## src/rtl/bin_search_pkg.sv

```systemverilog
// Shared types and defaults for the binary-search comparator initiator.
package bin_search_pkg;

  localparam int unsigned W_DEF = 8;

  localparam logic [1:0] ST_IDLE = 2'd0;
  localparam logic [1:0] ST_CALC = 2'd1;
  localparam logic [1:0] ST_WAIT = 2'd2;
  localparam logic [1:0] ST_DONE = 2'd3;

  typedef enum logic [1:0] {
    IDLE = ST_IDLE,
    CALC = ST_CALC,
    WAIT = ST_WAIT,
    DONE = ST_DONE
  } state_t;

endpackage

```

## src/rtl/bs_window.sv

```systemverilog
// Search window: lo/hi bounds, midpoint and exhaustion detection.
// Bounds are W+1 bits; hi is read as signed (may reach -1), lo as unsigned (may reach 2^W).
module bs_window
  import bin_search_pkg::*;
#(
  parameter int unsigned W = W_DEF
) (
  input  logic         clk,
  input  logic         reset,
  input  logic         init,
  input  logic         upd_lo,
  input  logic         upd_hi,
  input  logic [W-1:0] guess,
  output logic [W-1:0] mid,
  output logic         empty
);

  localparam int unsigned WW = W + 1;

  logic [W:0] lo;
  logic [W:0] hi;
  logic [W:0] lo_n;
  logic [W:0] hi_n;

  // Next-state bounds, also used so the FSM can end the search on the update edge
  always_comb begin
    lo_n = lo;
    hi_n = hi;
    if (init) begin
      lo_n = '0;
      hi_n = {1'b0, {W{1'b1}}};
    end else begin
      if (upd_lo) lo_n = {1'b0, guess} + WW'(1);
      if (upd_hi) hi_n = {1'b0, guess} - WW'(1);
    end
  end

  // Negative hi (top bit set) always means an empty window
  assign empty = hi_n[W] | (lo_n > hi_n);

  assign mid = W'((lo + hi) >> 1);

  always_ff @(posedge clk) begin
    if (reset) begin
      lo <= '0;
      hi <= {1'b0, {W{1'b1}}};
    end else begin
      lo <= lo_n;
      hi <= hi_n;
    end
  end

endmodule

```

## src/rtl/bin_search_ctrl.sv

```systemverilog
// Binary-search initiator: probes a comparator with guesses until eq or window exhaustion.
module bin_search_ctrl
  import bin_search_pkg::*;
#(
  parameter int unsigned W = W_DEF
) (
  input  logic         clk,
  input  logic         reset,
  input  logic         start,
  output logic         cmp_req,
  output logic [W-1:0] guess,
  input  logic         cmp_ack,
  input  logic         cmp_eq,
  input  logic         cmp_gt,
  output logic         busy,
  output logic         done,
  output logic         found,
  output logic         err,
  output logic [W-1:0] result,
  output logic [W-1:0] probes
);

  state_t       state;
  logic         ack_hit;
  logic         win_init;
  logic         win_upd_lo;
  logic         win_upd_hi;
  logic [W-1:0] win_mid;
  logic         win_empty;

  assign ack_hit    = (state == WAIT) & cmp_req & cmp_ack;
  assign win_init   = (state == IDLE) & start;
  assign win_upd_hi = ack_hit & ~cmp_eq & cmp_gt;
  assign win_upd_lo = ack_hit & ~cmp_eq & ~cmp_gt;

  bs_window #(
    .W(W)
  ) u_window (
    .clk   (clk),
    .reset (reset),
    .init  (win_init),
    .upd_lo(win_upd_lo),
    .upd_hi(win_upd_hi),
    .guess (guess),
    .mid   (win_mid),
    .empty (win_empty)
  );

  // Control FSM with registered outputs; done is high exactly while in DONE
  always_ff @(posedge clk) begin
    if (reset) begin
      state   <= IDLE;
      cmp_req <= 1'b0;
      guess   <= '0;
      busy    <= 1'b0;
      done    <= 1'b0;
      found   <= 1'b0;
      err     <= 1'b0;
      result  <= '0;
      probes  <= '0;
    end else begin
      done <= 1'b0;
      case (state)
        IDLE: begin
          if (start) begin
            busy   <= 1'b1;
            found  <= 1'b0;
            err    <= 1'b0;
            result <= '0;
            probes <= '0;
            state  <= CALC;
          end
        end
        CALC: begin
          guess   <= win_mid;
          cmp_req <= 1'b1;
          state   <= WAIT;
        end
        WAIT: begin
          if (ack_hit) begin
            cmp_req <= 1'b0;
            probes  <= probes + W'(1);
            if (cmp_eq && cmp_gt) begin
              err   <= 1'b1;
              done  <= 1'b1;
              state <= DONE;
            end else if (cmp_eq) begin
              found  <= 1'b1;
              result <= guess;
              done   <= 1'b1;
              state  <= DONE;
            end else if (win_empty) begin
              done  <= 1'b1;
              state <= DONE;
            end else begin
              state <= CALC;
            end
          end
        end
        DONE: begin
          busy  <= 1'b0;
          state <= IDLE;
        end
        default: state <= IDLE;
      endcase
    end
  end

endmodule

```

## config.mk

```make
export PLATFORM = sky130hd
export DESIGN_NAME = bin_search_ctrl
export DESIGN_NICKNAME = d
export VERILOG_FILES = /design/src/rtl/bin_search_pkg.sv /design/src/rtl/bs_window.sv /design/src/rtl/bin_search_ctrl.sv
export SDC_FILE = /design/constraint.sdc
export NUM_CORES = 1
export LEC_CHECK = 0
export ABC_AREA = 0
export BUFFER_PORTS_ARGS = -buffer_cell sky130_fd_sc_hd__buf_2
export CAP_MARGIN = 20
export CORE_UTILIZATION = 55
export CTS_BUF_LIST = sky130_fd_sc_hd__clkbuf_4 sky130_fd_sc_hd__clkbuf_8 sky130_fd_sc_hd__clkbuf_16
export DETAILED_ROUTE_END_ITERATION = 10
export HOLD_SLACK_MARGIN = 0.06
export PLACE_DENSITY = 0.76
export SYNTH_ARGS = -nofsm -noshare
export SYNTH_HDL_FRONTEND = slang
export SYNTH_HIERARCHICAL = 1
export SYNTH_SLANG_ARGS = --single-unit
```

## constraint.sdc

```tcl
create_clock -name clk -period 4.1 [get_ports clk]
set_clock_uncertainty 0.2 [all_clocks]
set_input_delay 0.205 -clock clk [delete_from_list [all_inputs] [get_ports clk]]
set_output_delay 0.205 -clock clk [all_outputs]
set_load 0.1 [all_outputs]
```

==> results_dict.tcl, run 1 <==
set metrics [dict create \
    run_status "complete, no violations" \
    die_h_um 72.7 \
    routed_wl_um 6460 \
    grtUsageTotal 0.257 \
    antenna_found_initial 0 \
    global_route.overflow_total 0 \
    regToRegStartpoint "state[0]" \
    synthDominantAreaCellType "sky130_fd_sc_hd__dfxtp_1" \
    criticalPathCategory "register to register" \
    cts_buffers 5 \
    p_seq_frac 0.494 \
    synth_fp_nets 359 \
    worst_ep_arrival_time_ns 3.71 \
    area_of_the_multi_input_gates_um2 1660 \
    firstDrtPassIters 4 \
    period_needed_ns 3.68 \
    dpl.hpwl_um 4600 \
    met1_length_um 3000 \
    placement.cell_area_um2 2960 \
    num_io_pins 35 \
    yosys.area.top_type_share 0.357 \
    grt_first_pass_wirelength_um 10400 \
    seqCellArea_um2 982 \
    die_width_um 72.7 \
    postCtsHoldBufs 2 \
    fillerInstances 428 \
    clock_insertion_delay_at_the_later_pin_of_the_skew_report_ns 0.30 \
    cpMaxStageDelayCell "sky130_fd_sc_hd__inv_1" \
    tritoncts_clock_tree "done" \
    port_buffers 34 \
    maxSlewHeadroom 0.413 \
    initial_cell_density_of_the_core 0.579 \
    viasPerCell 5.75 \
    met2WireLength_um 3050 \
    top_signal_layer_used "met4" \
    yosys_warnings 6 \
    setup_violations 0 \
    cell_chain_critical_path "or3b_1 > inv_1 > a211oi_1 > ha_1 > a21oi_1 > nor2b_1 > o21ai_0 > o211a_1 > o21ai_0 > nor2_1 > a311o_1 > a21oi_1" \
    worst_reg_to_reg_setup_slack_ns 0.42 \
    placement_rows 25 \
    cap_viol_max_count 0 \
    power_report.internal_total_mw 0.731 \
    timing.hold.worst_endpoint "busy" \
    r2r_end "state[1]" \
    die_area_um2 5290 \
    via_count 2471 \
    critical_path_peak_fanout 31 \
    whs_path_depth 4 \
    syn2layout_area_growth_pct 12.6 \
    synth_sequential_area_ratio 0.357 \
    ys_types 49 \
    postSynth.topFlopCell "sky130_fd_sc_hd__dfxtp_1" \
    vdd_ir_drop_max_mv 0.147 \
    post_cts_resized 0 \
    fmaxAchievable_ghz 0.272 \
    rr_worst_depth 12 \
    average_instance_area_after_synthesis_um2 8.26 \
    grt_start_max_net_pins 44 \
    tritoncts_sinks 49 \
    diodes 0 \
    worst-endpoint-required_ns 4.13 \
    asyncSetResetFlopFracSynth 0 \
    power.share.switching 0.292 \
    power.share.combinational 0.155 \
    ctsRootBufferMaster "sky130_fd_sc_hd__clkbuf_8" \
    drc 0 \
    clockPowerShare 0.351 \
    via_count_of_the_first_global_routing_pass 2216 \
    timing.critical_path.slowest_cell_delay_ns 0.73 \
    finalMaxSlewViolations 0 \
    worstHoldStart "start" \
    synth_seq_cells 49 \
    stdcell_area_um2 3100 \
    timing.setup.tns_ns 0 \
    start_kind "register" \
    cts.repair_timing.setup_buffer_count 0 \
    nets 388 \
    drt-wirelength-per-cell_um 15.0 \
    clock_path_buffers 2 \
    tightestPinTransition_ns 0.879 \
    number_of_nets_with_antenna_violations_after_detailed_routing 0 \
    min-delay-path-class "input pin to register" \
    final_layout_size_suffix_gt1_frac 0.157 \
    post_synth_design_cell_area_um2 2750 \
    final_common_cell "sky130_fd_sc_hd__dfxtp_1" \
    p_leak_nw 1.28 \
    cts_htree_levels 2 \
    crit_share_post_route 0.898 \
    crit_path_end_kind "register" \
    gp_congestion 0.878 \
    initialDrtViolationCount 166 \
    core_region_area_um2 4750 \
    clk_pin_slew_worst_paths_ns 0.09 \
    timing.final.hold_violations 0 \
    power_per_unit_of_standard_cell_area_nw_per_um2 334 \
    most-common-layout-cells "48 x sky130_fd_sc_hd__dfxtp_1, 41 x sky130_fd_sc_hd__nor2_1, 35 x sky130_fd_sc_hd__nand2_1" \
    routed-wl-met3_um 334 \
    synthesized_instance_count 333 \
    synth.top_cells.by_area "sky130_fd_sc_hd__dfxtp_1 36%, sky130_fd_sc_hd__ha_1 8.6%, sky130_fd_sc_hd__a21oi_1 5.8%, sky130_fd_sc_hd__nor2_1 5.6%, sky130_fd_sc_hd__xnor2_1 5.1%" \
    power.switching_mw 0.302 \
    synth_edf_count 0 \
    setup_repair_after_global_routing_missed_its_margin "false" \
]
-- power by group through the flow --
stage          logic (mW)  clock network (mW)  registers, mW
5_1_grt             0.172               0.386          0.512
3_5_place_dp        0.157                   0          0.521
4_1_cts             0.159               0.369          0.510
6_report            0.160               0.363          0.510
3_3_place_gp        0.155                   0          0.520
2_1_floorplan      0.0788                   0          0.570
-- flip-flops by register name, indices dropped and copies added, names as in the netlist --
| signal | count |
|---|---|
| guess | 8 |
| busy | 1 |
| probes | 8 |
| u_window/hi | 9 |
| result | 8 |
| u_window/lo | 9 |
| cmp_req | 1 |
| found | 1 |
| done | 1 |
| err | 1 |
| state | 2 |
-- through the flow --
step	setup slack, ns	instances	utilization	hold slack [ns]	power (mW)
floorplan	0.227	333	-	0.0739	0.649
global route	0.110	430	0.651	0.102	1.07
CTS	0.497	430	0.651	0.0747	1.04
global placement	0.684	420	0.622	0.244	0.675
finish	0.419	430	0.651	0.0840	1.03
detailed placement	0.523	420	0.622	0.254	0.678
-- worst max-delay path, delay by kind of cell (launching register included) --
kind / cells / cell delay [ns]
AO/OA/AOI/OAI: 7 / 1.16
adder cells (fa/ha/maj): 1 / 0.35
buffers and inverters: 1 / 0.73
flip-flops: 1 / 0.37
AND/OR/NAND/NOR: 3 / 0.78
-- how the worst max path moves through the flow --
stage / startpoint / end / slack (ns) / cells after the start
6_report: state[0] / state[1] / 0.42 / 12
5_1_grt: state[1] / state[1] / 0.11 / 12
4_1_cts: state[1] / state[1] / 0.50 / 11
3_5_place_dp: state[1] / state[1] / 0.52 / 10
3_3_place_gp: state[1] / state[1] / 0.68 / 10
2_1_floorplan: cmp_req / state[1] / 0.23 / 14
-- cells by family after synthesis --
| kind of cell | after synthesis | synth area share |
|---|---|---|
| and+or+nand+nor | 131 | 0.236 |
| AOI/OAI and AO/OA | 80 | 0.189 |
| DFF | 49 | 0.357 |
| buffers and inverters | 28 | 0.0450 |
| xor gates and xnor gates | 23 | 0.0732 |
| adders and majority gates | 20 | 0.0937 |
| muxes | 2 | 0.00728 |
-- area by class of cell --
cell class | count | area share
tap | 67 | 0.0271
multi-input combinational | 256 | 0.535
clock buffer | 7 | 0.0291
timing repair buffer | 39 | 0.0687
inverter | 11 | 0.0133
clock inverter | 1 | 0.00970
sequential | 49 | 0.317
-- cells in the mapped netlist (7+ instances only) --
cell                        n
sky130_fd_sc_hd__nor3_1     7
sky130_fd_sc_hd__xor2_1     7
sky130_fd_sc_hd__or3_1      8
sky130_fd_sc_hd__xnor2_1   16
sky130_fd_sc_hd__a21oi_1   32
sky130_fd_sc_hd__clkbuf_1  10
sky130_fd_sc_hd__o211ai_1   8
sky130_fd_sc_hd__a211oi_1   9
sky130_fd_sc_hd__inv_1     11
sky130_fd_sc_hd__nand2_1   35
sky130_fd_sc_hd__nor2_1    41
sky130_fd_sc_hd__o21ai_0    8
sky130_fd_sc_hd__nor2b_1    9
sky130_fd_sc_hd__dfxtp_1   49
sky130_fd_sc_hd__ha_1      19
-- routing by layer --
layer  track usage  vias to the layer above
li1              -                     1226
met4        0.0763                        0
met2         0.431                       76
met3        0.0552                       10
met5             0                        -
met1         0.331                     1159
Note: power is estimated with default switching activity, not from simulation.
==> run 2, diff against run 1 <==
==> constraint.sdc (replaced) <==
create_clock -name clk -period 4.1 [get_ports clk]
set_clock_uncertainty 0.2 [all_clocks]
set_input_delay 0 -clock clk [delete_from_list [all_inputs] [get_ports clk]]
set_output_delay 0 -clock clk [all_outputs]
set_load 0.1 [all_outputs]
==> results_dict.tcl, run 2 (synthesis gave the netlist of run 1 again) <==
set metrics [dict create \
    timing.final.hold_violations 0 \
    p_leak_nw 1.31 \
    via_count_of_the_first_global_routing_pass 2231 \
    global_route.overflow_total 0 \
    crit_share_post_route 0.905 \
    final_common_cell "sky130_fd_sc_hd__dfxtp_1" \
    critical_path.n_buffers_inverters 1 \
    r2r_end "state[1]" \
    cpMaxStageDelayCell "sky130_fd_sc_hd__inv_1" \
    stdcell_area_um2 3150 \
    tightestPinTransition_ns 0.886 \
    diodes 0 \
    biggestRegsByFlops "u_window/hi (9), u_window/lo (9)" \
    timing.setup.tns_ns 0 \
    port_buffers 34 \
    whs_path_depth 1 \
    setup_violations 0 \
    clk_pin_slew_worst_paths_ns 0.09 \
    placement_rows 25 \
    routed_wl_um 6470 \
    finalMaxSlewViolations 0 \
    clock_path_buffers 2 \
    post_cts_resized 0 \
    regToRegStartpoint "state[0]" \
    grt_first_pass_wirelength_um 10500 \
    dpl.hpwl_um 4600 \
    setup_repair_after_global_routing_missed_its_margin "false" \
    cell_chain_critical_path "or3b_1 > inv_1 > a211oi_1 > ha_1 > a21oi_1 > nor2b_1 > o21ai_0 > o211a_1 > o21ai_0 > nor2_1 > a311o_1 > a21oi_1" \
    viasPerCell 5.80 \
    nets 393 \
    most-common-layout-cells "48 x sky130_fd_sc_hd__dfxtp_1, 41 x sky130_fd_sc_hd__nor2_1, 35 x sky130_fd_sc_hd__nand2_1" \
    tritoncts_sinks 49 \
    initialDrtViolationCount 153 \
    via_count 2525 \
    fmaxAchievable_ghz 0.269 \
    number_of_nets_with_antenna_violations_after_detailed_routing 0 \
    timing.hold.worst_endpoint "found" \
    run_status "complete, no violations" \
    clockPowerShare 0.349 \
    critical_path_peak_fanout 31 \
    fillerInstances 422 \
    die_width_um 72.7 \
    rr_worst_depth 12 \
    start_kind "register" \
    drc 0 \
    criticalPathCategory "register to register" \
    power.share.combinational 0.159 \
    crit_path_end_kind "register" \
    maxSlewHeadroom 0.409 \
    gp_congestion 0.878 \
    cts_buffers 5 \
    die_area_um2 5290 \
    period_needed_ns 3.71 \
    firstDrtPassIters 4 \
    p_seq_frac 0.492 \
    drt-wirelength-per-cell_um 14.9 \
    syn2layout_area_growth_pct 14.4 \
    clock_insertion_delay_at_the_later_pin_of_the_skew_report_ns 0.30 \
    min-delay-path-class "register to register" \
    ctsRootBufferMaster "sky130_fd_sc_hd__clkbuf_8" \
    power_report.internal_total_mw 0.735 \
    tritoncts_clock_tree "done" \
    antenna_found_initial 0 \
    num_io_pins 35 \
    initial_cell_density_of_the_core 0.579 \
    timing.critical_path.slowest_cell_delay_ns 0.74 \
    worst_reg_to_reg_setup_slack_ns 0.39 \
    worstHoldStart "found" \
    power.share.switching 0.291 \
    vdd_ir_drop_max_mv 0.147 \
    cpLargestDelayFamily "compound AO/OA/AOI/OAI gates" \
    worst-endpoint-required_ns 4.13 \
    grtUsageTotal 0.259 \
    cts_htree_levels 2 \
    cap_viol_max_count 0 \
    die_h_um 72.7 \
    placement.cell_area_um2 2960 \
    power.switching_mw 0.302 \
    final_layout_size_suffix_gt1_frac 0.155 \
    power_per_unit_of_standard_cell_area_nw_per_um2 329 \
    core_region_area_um2 4750 \
    worst_ep_arrival_time_ns 3.75 \
    grt_start_max_net_pins 44 \
]
==> run 2: timing repair <==
item,in CTS,in global routing
hold buffers,7,0
setup buffers,0,0
hold endpoints to repair,10,0
==> run 2: power groups by stage <==
stage	Clock (mW)	Sequential, mW	Combinational (mW)
global placement	0	0.520	0.155
CTS	0.369	0.510	0.164
global route	0.386	0.512	0.177
finish	0.362	0.510	0.165
floorplan	0	0.570	0.0788
detailed placement	0	0.521	0.157
==> run 2: worst max path at each step <==
stage,from,endpoint,slack (ns),cells after the start
2_1_floorplan,cmp_req,state[1],0.23,14
3_3_place_gp,state[1],state[1],0.68,10
3_5_place_dp,state[1],state[1],0.52,10
4_1_cts,state[1],state[1],0.50,11
5_1_grt,state[1],state[1],0.11,12
6_report,state[0],state[1],0.39,12
==> run 2: area by class of cell <==
cell class	instances	area, um2	share of cell area
multi-input combinational	256	1660	0.526
sequential	49	982	0.312
inverter	11	41.3	0.0131
clock inverter	1	30.0	0.00954
timing repair buffer	44	263	0.0835
clock buffer	7	90.1	0.0286
tap	67	83.8	0.0266
==> run 2: routing by layer <==
layer | GRT usage | up-vias | wire [um]
li1 | - | 1239 | -
met1 | 0.336 | 1182 | 3020
met2 | 0.432 | 95 | 3030
met3 | 0.0552 | 9 | 350
met4 | 0.0763 | 0 | 69
met5 | 0 | - | 0
==> run 2: through the flow <==
stage	instances	hold slack, ns	util	setup WS [ns]	power [mW]
after floorplan	333	-0.131	-	0.227	0.649
after global placement	420	0.0964	0.622	0.684	0.675
after detailed placement	420	0.128	0.622	0.523	0.678
after CTS	435	0.275	0.662	0.497	1.04
after global routing	435	0.293	0.662	0.111	1.07
final	435	0.269	0.662	0.388	1.04
